<file path="src/rtl/setup_config_if.sv">
// Record types and the handshake/keypad/display bundle between the lock FSM and the
// setup editor. The bench drives the master side; setup_config sits on the slave side.
package setup_config_pkg;
  typedef struct packed {
    logic       status;
    logic [3:0] digit1;
    logic [3:0] digit2;
    logic [3:0] digit3;
    logic [3:0] digit4;
  } pin_t;

  typedef struct packed {
    logic        bip_status;
    logic [15:0] bip_time;
    logic [15:0] tranca_aut_time;
    pin_t        master_pin;
    pin_t        pin1;
    pin_t        pin2;
    pin_t        pin3;
    pin_t        pin4;
  } setupPac_t;

  typedef struct packed {
    logic [3:0] d5;
    logic [3:0] d4;
    logic [3:0] d3;
    logic [3:0] d2;
    logic [3:0] d1;
    logic [3:0] d0;
  } bcdPac_t;
endpackage

interface setup_config_if;
  import setup_config_pkg::*;

  logic      setup_on;
  logic      key_valid;
  logic [3:0] key_code;
  setupPac_t data_setup_old;
  setupPac_t data_setup_new;
  logic      setup_end;
  bcdPac_t   bcd_out;
  logic      bcd_enable;

  modport master (
    output setup_on, key_valid, key_code, data_setup_old,
    input  data_setup_new, setup_end, bcd_out, bcd_enable
  );

  modport slave (
    input  setup_on, key_valid, key_code, data_setup_old,
    output data_setup_new, setup_end, bcd_out, bcd_enable
  );
endinterface

</file>
<file path="src/rtl/setup_config.sv">
// Keypad-driven editor for the seven setup parameters; snapshots the current record,
// validates each entry and returns the edited (or untouched, on abort) record.
module setup_config
  import setup_config_pkg::*;
#(
  parameter int unsigned TIMEOUT = 30000
) (
  input logic           clk,
  input logic           rst,
  setup_config_if.slave bus
);

  localparam int unsigned TMO_W = (TIMEOUT > 2) ? $clog2(TIMEOUT) : 1;
  localparam bcdPac_t     BLANK = 24'hFF_FFFF;

  typedef enum logic [2:0] {
    S_IDLE     = 3'd0,
    S_LOAD     = 3'd1,
    S_EDIT     = 3'd2,
    S_CHECK    = 3'd3,
    S_DONE     = 3'd4,
    S_WAIT_LOW = 3'd5
  } state_t;

  state_t             state_q, state_d;
  logic               setup_on_q, setup_on_prev_q;
  logic               key_valid_q, key_valid_dly_q;
  logic [3:0]         key_code_q;
  logic [2:0]         step_q, step_d;
  logic [15:0]        entry_q, entry_d;
  logic [2:0]         cnt_q, cnt_d;
  logic               dis_q, dis_d;
  setupPac_t          work_q, work_d;
  setupPac_t          snap_q, snap_d;
  setupPac_t          new_q, new_d;
  logic [TMO_W-1:0]   tmo_q, tmo_d;
  logic               end_q, end_d;
  logic               en_q, en_d;
  bcdPac_t            bcd_q, bcd_d;

  logic               key_edge_s, on_rise_s, ok_s;
  setupPac_t          w_s;
  pin_t               p_s;
  logic [6:0]         val_s;
  logic [15:0]        ms_s;
  logic [3:0]         others_s;

  function automatic logic [2:0] cap_of(input logic [2:0] step);
    case (step)
      3'd1:       return 3'd1;
      3'd2, 3'd3: return 3'd2;
      default:    return 3'd4;
    endcase
  endfunction

  // One or two typed digits as a decimal value.
  function automatic logic [6:0] dec2(input logic [7:0] b, input logic [2:0] n);
    logic [6:0] tens;
    tens = {3'b000, b[7:4]};
    if (n == 3'd1) return {3'b000, b[3:0]};
    else           return (tens << 3) + (tens << 1) + {3'b000, b[3:0]};
  endfunction

  function automatic pin_t get_pin(input setupPac_t s, input logic [1:0] idx);
    case (idx)
      2'd0:    return s.pin1;
      2'd1:    return s.pin2;
      2'd2:    return s.pin3;
      default: return s.pin4;
    endcase
  endfunction

  function automatic setupPac_t set_pin(input setupPac_t s, input logic [1:0] idx, input pin_t p);
    setupPac_t r;
    r = s;
    case (idx)
      2'd0:    r.pin1 = p;
      2'd1:    r.pin2 = p;
      2'd2:    r.pin3 = p;
      default: r.pin4 = p;
    endcase
    return r;
  endfunction

  function automatic bcdPac_t disp(input logic en, input logic [2:0] step,
                                   input logic [15:0] b, input logic [2:0] n);
    bcdPac_t r;
    r = BLANK;
    if (en) begin
      r.d5 = {1'b0, step};
      r.d0 = (n >= 3'd1) ? b[3:0]   : 4'hF;
      r.d1 = (n >= 3'd2) ? b[7:4]   : 4'hF;
      r.d2 = (n >= 3'd3) ? b[11:8]  : 4'hF;
      r.d3 = (n >= 3'd4) ? b[15:12] : 4'hF;
    end else begin
      r = BLANK;
    end
    return r;
  endfunction

  assign key_edge_s = key_valid_q & ~key_valid_dly_q;
  assign on_rise_s  = setup_on_q & ~setup_on_prev_q;

  // Next-state, datapath and registered-output precompute.
  always_comb begin
    state_d  = state_q;
    step_d   = step_q;
    entry_d  = entry_q;
    cnt_d    = cnt_q;
    dis_d    = dis_q;
    work_d   = work_q;
    snap_d   = snap_q;
    new_d    = new_q;
    tmo_d    = tmo_q;
    ok_s     = 1'b0;
    w_s      = work_q;
    p_s      = get_pin(work_q, step_q[1:0]);
    val_s    = dec2(entry_q[7:0], cnt_q);
    ms_s     = {9'd0, val_s} * 16'd1000;
    others_s = {work_q.pin4.status, work_q.pin3.status, work_q.pin2.status, work_q.pin1.status}
               & ~(4'b0001 << step_q[1:0]);

    case (state_q)
      S_IDLE: begin
        if (on_rise_s) begin
          state_d = S_LOAD;
          step_d  = 3'd1;
          entry_d = 16'd0;
          cnt_d   = 3'd0;
        end else begin
          state_d = S_IDLE;
        end
      end

      S_LOAD: begin
        if (!setup_on_q) begin
          state_d = S_IDLE;
        end else begin
          work_d  = bus.data_setup_old;
          snap_d  = bus.data_setup_old;
          step_d  = 3'd1;
          entry_d = 16'd0;
          cnt_d   = 3'd0;
          dis_d   = 1'b0;
          tmo_d   = {TMO_W{1'b0}};
          state_d = S_EDIT;
        end
      end

      S_EDIT: begin
        if (!setup_on_q) begin
          state_d = S_IDLE;
        end else if (tmo_q == TMO_W'(TIMEOUT - 1)) begin
          new_d   = snap_q;
          state_d = S_DONE;
        end else if (key_edge_s) begin
          tmo_d = {TMO_W{1'b0}};
          case (key_code_q)
            4'hE: begin
              if (cnt_q != 3'd0) begin
                entry_d = 16'd0;
                cnt_d   = 3'd0;
              end else begin
                new_d   = snap_q;
                state_d = S_DONE;
              end
            end
            4'hA: begin
              if (step_q[2]) begin
                dis_d   = 1'b1;
                state_d = S_CHECK;
              end else begin
                dis_d   = 1'b0;
              end
            end
            4'hF: begin
              dis_d   = 1'b0;
              state_d = S_CHECK;
            end
            4'hB, 4'hC, 4'hD: begin
              tmo_d = tmo_q + TMO_W'(1);
            end
            default: begin
              if (cnt_q < cap_of(step_q)) begin
                entry_d = {entry_q[11:0], key_code_q};
                cnt_d   = cnt_q + 3'd1;
              end else begin
                entry_d = entry_q;
              end
            end
          endcase
        end else begin
          tmo_d = tmo_q + TMO_W'(1);
        end
      end

      S_CHECK: begin
        if (!setup_on_q) begin
          state_d = S_IDLE;
        end else begin
          if (dis_q) begin
            // Refuse to disable the last enabled user pin.
            if (others_s != 4'd0) begin
              ok_s         = 1'b1;
              p_s.status   = 1'b0;
              w_s          = set_pin(work_q, step_q[1:0], p_s);
            end else begin
              ok_s = 1'b0;
            end
          end else if (cnt_q == 3'd0) begin
            ok_s = 1'b1;
          end else begin
            case (step_q)
              3'd1: begin
                if ((cnt_q == 3'd1) && (entry_q[3:0] <= 4'd1)) begin
                  ok_s           = 1'b1;
                  w_s.bip_status = entry_q[0];
                end else begin
                  ok_s = 1'b0;
                end
              end
              3'd2, 3'd3: begin
                if ((val_s >= 7'd5) && (val_s <= 7'd60)) begin
                  ok_s = 1'b1;
                  if (step_q == 3'd2) w_s.bip_time        = ms_s;
                  else                w_s.tranca_aut_time = ms_s;
                end else begin
                  ok_s = 1'b0;
                end
              end
              default: begin
                if (cnt_q == 3'd4) begin
                  ok_s = 1'b1;
                  w_s  = set_pin(work_q, step_q[1:0],
                                 {1'b1, entry_q[15:12], entry_q[11:8], entry_q[7:4], entry_q[3:0]});
                end else begin
                  ok_s = 1'b0;
                end
              end
            endcase
          end

          entry_d = 16'd0;
          cnt_d   = 3'd0;
          dis_d   = 1'b0;
          if (ok_s && (step_q == 3'd7)) begin
            work_d  = w_s;
            new_d   = w_s;
            state_d = S_DONE;
          end else if (ok_s) begin
            work_d  = w_s;
            step_d  = step_q + 3'd1;
            state_d = S_EDIT;
          end else begin
            state_d = S_EDIT;
          end
        end
      end

      S_DONE: state_d = S_WAIT_LOW;

      S_WAIT_LOW: begin
        if (!setup_on_q) state_d = S_IDLE;
        else             state_d = S_WAIT_LOW;
      end

      default: state_d = S_IDLE;
    endcase

    en_d  = (state_d == S_LOAD) || (state_d == S_EDIT) || (state_d == S_CHECK);
    bcd_d = disp(en_d, step_d, entry_d, cnt_d);
    end_d = (state_d == S_DONE);
  end

  // State, working record and registered outputs.
  always_ff @(posedge clk or posedge rst) begin
    if (rst) begin
      state_q         <= S_IDLE;
      setup_on_q      <= 1'b0;
      setup_on_prev_q <= 1'b0;
      key_valid_q     <= 1'b0;
      key_valid_dly_q <= 1'b0;
      key_code_q      <= 4'd0;
      step_q          <= 3'd0;
      entry_q         <= 16'd0;
      cnt_q           <= 3'd0;
      dis_q           <= 1'b0;
      work_q          <= '0;
      snap_q          <= '0;
      new_q           <= '0;
      tmo_q           <= {TMO_W{1'b0}};
      end_q           <= 1'b0;
      en_q            <= 1'b0;
      bcd_q           <= BLANK;
    end else begin
      state_q         <= state_d;
      setup_on_q      <= bus.setup_on;
      setup_on_prev_q <= setup_on_q;
      key_valid_q     <= bus.key_valid;
      key_valid_dly_q <= key_valid_q;
      key_code_q      <= bus.key_code;
      step_q          <= step_d;
      entry_q         <= entry_d;
      cnt_q           <= cnt_d;
      dis_q           <= dis_d;
      work_q          <= work_d;
      snap_q          <= snap_d;
      new_q           <= new_d;
      tmo_q           <= tmo_d;
      end_q           <= end_d;
      en_q            <= en_d;
      bcd_q           <= bcd_d;
    end
  end

  assign bus.data_setup_new = new_q;
  assign bus.setup_end      = end_q;
  assign bus.bcd_out        = bcd_q;
  assign bus.bcd_enable     = en_q;

endmodule

</file>
<file path="src/flat_wrapper.sv">
// flat-port wrapper written by rule: the top's interface ports become plain ports
module setup_config_flat import setup_config_pkg::*;
#(
  parameter int unsigned TIMEOUT = 30000
)
  (clk, rst, bus_setup_on, bus_key_valid, bus_key_code, bus_data_setup_old, bus_data_setup_new, bus_setup_end, bus_bcd_out, bus_bcd_enable);
  setup_config_if bus_i ();
  input logic clk;
  input logic rst;
  input wire logic [$bits(bus_i.setup_on)-1:0] bus_setup_on;
  input wire logic [$bits(bus_i.key_valid)-1:0] bus_key_valid;
  input wire logic [$bits(bus_i.key_code)-1:0] bus_key_code;
  input wire logic [$bits(bus_i.data_setup_old)-1:0] bus_data_setup_old;
  output wire logic [$bits(bus_i.data_setup_new)-1:0] bus_data_setup_new;
  output wire logic [$bits(bus_i.setup_end)-1:0] bus_setup_end;
  output wire logic [$bits(bus_i.bcd_out)-1:0] bus_bcd_out;
  output wire logic [$bits(bus_i.bcd_enable)-1:0] bus_bcd_enable;
  assign bus_i.setup_on = bus_setup_on;
  assign bus_i.key_valid = bus_key_valid;
  assign bus_i.key_code = bus_key_code;
  assign bus_i.data_setup_old = bus_data_setup_old;
  assign bus_data_setup_new = bus_i.data_setup_new;
  assign bus_setup_end = bus_i.setup_end;
  assign bus_bcd_out = bus_i.bcd_out;
  assign bus_bcd_enable = bus_i.bcd_enable;
  setup_config #(.TIMEOUT(TIMEOUT)) u_core (.clk(clk), .rst(rst), .bus(bus_i));
endmodule
</file>
<file path="config.mk">
export PLATFORM = sky130hd
export DESIGN_NAME = setup_config_flat
export DESIGN_NICKNAME = d
export VERILOG_FILES = /design/src/rtl/setup_config_if.sv /design/src/rtl/setup_config.sv /design/src/flat_wrapper.sv
export SDC_FILE = /design/constraint.sdc
export NUM_CORES = 1
export LEC_CHECK = 0
export CORE_UTILIZATION = 55
export CTS_BUF_LIST = sky130_fd_sc_hd__clkbuf_8
export DETAILED_ROUTE_END_ITERATION = 10
export GPL_TIMING_DRIVEN = 0
export PLACE_DENSITY = 0.78
export SLEW_MARGIN = 20
export SYNTH_ARGS = -nofsm -noshare
export SYNTH_HDL_FRONTEND = slang
export SYNTH_SLANG_ARGS = --single-unit
</file>
<file path="constraint.sdc">
create_clock -name clk -period 33 [get_ports clk]
set_input_delay 4.95 -clock clk [delete_from_list [all_inputs] [get_ports clk]]
set_output_delay 4.95 -clock clk [all_outputs]
set_load 0.05 [all_outputs]
</file>
======== Word-level counts from Yosys, hierarchy flattened ========
Index checks and enable logic that the tools add are counted.
storage, ports and cells
  register bits ........................... 425
  input bits .............................. 126
  output and inout bits ................... 144
cells by class
  $add $sub $neg .......................... 5
  multipliers ............................. 1
  order comparisons ....................... 8
  equal/unequal tests ..................... 36
  shifts and indexed selects .............. 1
  mux-type cells .......................... 104
  bitwise operators ....................... 6
  reduce and logical (&&, ||, !) cells .... 26
operators by type and width
  operator               number
  $mux 118               13
  $pmux 118 s2           2
  $mux 68                3
  $mux 16                10
  $mux 17                8
  $pmux 16 s3            2
  $mux 15                5
  $mux 3                 25
  $pmux 32 s2            1
  $mux 32                1
  $pmux 16 s2            1
  $pmux 15 s2            1
  $pmux 3 s3             3
  $eq 4x4->1 const B     6
  $mux 4                 5
  $eq 3x2->1 const B     6
  $pmux 3 s6             1
  $add 15x1->15 const B  1
  $eq 15x15->1 const B   1
  $eq 3x3->1 const B     5
  $mux 1                 15
  $mul 7x7->13 const B   1
  $eq 3x1->1 const B     4
  $ne 2x1->1 const B     6
  40 further kinds       61

======== Logic depth before layout (Yosys ltp) ========
  word-level depth ........................ 19
  mapped depth ............................ 22
  gate-level depth less buffers ........... 21

======== Worst setup path after synthesis ========
No wires, ideal clock.
  kind .................................... register -> output
  start point ............................. register u_core.bcd_q, in the netlist u_core.bus.bcd_out[0]
  end point ............................... output port bus_bcd_out[0]
  arrival time ............................ 0.656 ns
  data required time ...................... 28.050 ns
  setup slack ............................. 27.394 ns
  cell stages (with the launch flop) ...... 1
  path buffers ............................ 0
  cell sequence ........................... dfstp_2
RTL lines
  element                 RTL line             RTL
  start, declared         setup_config.sv:39   bcdPac_t bcd_q, bcd_d;
  start signal, assigned  setup_config.sv:294  bcd_q <= BLANK;
  start signal, assigned  setup_config.sv:312  bcd_q <= bcd_d;
  end, declared           flat_wrapper.sv:16   output wire logic [$bits(bus_i.bcd_out)-1:0] bus_bcd_out;
No word-level cell between the ends.

======== Worst setup path in the final report ========
  start point ............................. register u_core.new_q, in the netlist u_core.bus.data_setup_new[6]
  end point ............................... output port bus_data_setup_new[6]
RTL lines
  element                 RTL line             RTL
  start, declared         setup_config.sv:35   setupPac_t new_q, new_d;
  start signal, assigned  setup_config.sv:308  new_q <= new_d;
  end, declared           flat_wrapper.sv:14   output wire logic [$bits(bus_i.data_setup_new)-1:0] bus_data_setup_new;
No word-level cell between the ends.

==> summary.txt <==
Fin nets = 2885
Post-synth top area share = 0.446
DRT iter0 DRCs = 2018
Top FF cell, synth = dfrtp_1
Unrepaired setup endpoints after global routing = false
Clk_lat worst skew = 660 ps
Post-DP HPWL = 56300 µm
Sequential area share after synthesis = 0.469
CP top delay family = buffers and inverters
CP cell instances = clkdlybuf4s50_1
Drt wl/cell = 23.3 µm
Slew HR = 0.276
I/O pins = 270
Clk pwr share = 0.187
Layout cells sized above 1 = 0.129
Vias in the first global route = 19.8k
Worst path slowest cell = clkdlybuf4s50_1
DR pass1 iterations = 8
Yosys top cell by area = dfrtp_1
PortBufs = 265
CORE AREA = 0.0407 mm²
Min Tclk post-route = 6940 ps
Final hold vios = 0
Average size of a mapped cell = 9.74 µm²
Critical Path AT = 1990 ps
Die Span Y = 205 µm
PD cells = 92.9 mW/mm²
CTS resizes = 0
Status = finished clean
Clock sinks = 425
Final Cycle Share = 0.210
Most frequent cell after synthesis = nand2_1
HP Class = register to register
Setup bufs post-CTS = 0
Cell Rows = 74
Sw Share = 0.436
Largest net degree at the start of global routing = 106
Max Fanout on Critical Path = 2
Top post-synthesis cells by area = dfrtp_1, nand2_1, mux2_2
Die ar. = 0.0421 mm²
Via count = 19.7k
Yosys warns = 0
Worst setup SP type = register
Post-synth EDFFs = 0
Max Cap Violations = 0
CTS buffer count = 73
Clock buffer depth = 3
F_max = 144 MHz
Final Skew = 43.6 ps
Remaining DRCs = 0
Final wirelength = 76200 µm
Routed vias/inst = 6.04
Placed cell area = 0.0262 mm²
Leak = 13.0 nW
Critical path class = register to output pin
Comb power frac = 0.465
Setup-failing EPs final = 0
Synth cell count leaders = nand2_1, dfrtp_1, mux2_2
CP Capture Type = output pin
Post-synthesis instance area = 0.0227 mm²
H-tree levels = 3
Register bit total from synthesis = 425
Peak per-stage delay on the critical path = 860 ps
GRT Total Usage = 0.364
Worst EP required = 28050 ps
CTS tree = done
VDD IR max = 68.7 µV
Worst slew pin tran = 1070 ps
Die width = 205 µm
Initial Util = 0.557
Hold Buf Count CTS = 0
Final std cells w/o fill = 3264
Synth Instances = 2331
Grt ovf = 0
Sequential power share = 0.349
Dpl cells = 3135
Antenna violation net count after detailed routing = 0
Design area = 0.0276 mm²
Yosys cell types = 77
P&R area growth vs syn = 21.6%
Internal = 1.45 mW
Net Sw Power = 1.12 mW
Synth async-reset ratio = 1.00
Worst-path clk slew = 60 ps
Fin. max-slew vios = 0
RD Place Congestion = 0.976
Initial antenna violation count = 1
Clk root buf = clkbuf_8
Setup tns final = 0 ps
# fillers = 3184
First-pass GRT wire length = 116000 µm
Critical path buffers and inverters = 1
## sequential cells by signal (all words and copies together) (netlist names), 3 cells and up
signal and cells:
u_core.work_q 118, u_core.bus.bcd_out 20, u_core.key_code_q 4, u_core.entry_q 16, u_core.bus.data_setup_new 118, u_core.tmo_q 15, u_core.cnt_q 3, u_core.state_q 3
u_core.snap_q 118, u_core.step_q 3
## layout make-up
| cell class | instances | area (µm²) | share of cell area |
|---|---|---|---|
| antenna | 1 | 2.50 | 0.0000906 |
| buffer | 154 | 661 | 0.0239 |
| clock buffer | 92 | 1270 | 0.0458 |
| clock inverter | 36 | 193 | 0.00698 |
| inverter | 85 | 327 | 0.0118 |
| multi-input combinational | 1670 | 11100 | 0.401 |
| sequential | 425 | 10700 | 0.386 |
| tap | 532 | 666 | 0.0241 |
| timing repair buffer | 269 | 2760 | 0.100 |
## stage by stage
step	utilization	power, mW	setup slack, ps	hold WS [ps]
global placement	0.639	2.04	11520	423
global route	0.678	2.70	26020	463
floorplan	-	1.66	16250	360
finish	0.678	2.57	26060	459
detailed placement	0.642	2.07	25850	422
CTS	0.678	2.55	26040	460
## layer usage
metal	routed length, µm	up-vias	GRT usage
met4	3580	0	0.180
li1	-	8736	-
met5	0	-	0
met1	31500	9849	0.492
met3	5780	187	0.0621
met2	35300	932	0.569
## power groups by stage
stage	Sequential, mW	Clock, mW	Combinational, mW
after global placement	0.887	0	1.15
after floorplan	1.09	0	0.574
after global routing	0.915	0.506	1.28
final	0.894	0.480	1.19
after CTS	0.888	0.484	1.18
after detailed placement	0.894	0	1.18
## placed cells by master, fill, tap and decap left out, types with 14 or more instances in the layout
master / count
nand2_1: 576
dfrtp_1: 405
clkdlybuf4s50_1: 265
mux2_2: 176
mux2i_1: 151
o21ai_0: 147
inv_1: 107
clkbuf_1: 103
a21oi_1: 101
clkbuf_8: 92
nor2_1: 81
ha_1: 60
nor2b_1: 27
a22o_1: 27
nand3_1: 25
fa_1: 21
buf_1: 20
dfstp_2: 20
a211oi_1: 17
a222oi_1: 16
o22ai_1: 16
a2bb2oi_1: 16
buf_2: 15
buf_4: 15
xnor2_1: 15
a22oi_1: 15
nand4b_1: 15
nor3_1: 14
o2bb2ai_1: 14
## path summary, 6_finish.rpt
kind / startpoint / end / slack (ps) / depth (start not counted)
max: u_core.bus.data_setup_new[6] / bus_data_setup_new[6] / 26060 / 1
min: u_core.key_valid_q / u_core.key_valid_dly_q / 460 / 0
max reg2reg: u_core.entry_q[5] / u_core.bus.data_setup_new[115] / 26510 / 20
min reg2reg: u_core.key_valid_q / u_core.key_valid_dly_q / 460 / 0
max in group asynchronous: rst / u_core.snap_q[69] / 26580 / 5
min in group asynchronous: rst / u_core.cnt_q[2] / 4720 / 2
## cells by family after synthesis
kind of cell	Yosys count	share of synthesized area
multiplexers	328	0.154
adder cells (fa/ha/maj)	81	0.0516
flip-flops	425	0.469
XOR/XNOR	20	0.00771
AO/OA/AOI/OAI	433	0.122
other	1	0.000165
AND/OR/NAND/NOR	804	0.152
buffers and inverters	239	0.0431
Power figures use the tool's default switching activity.
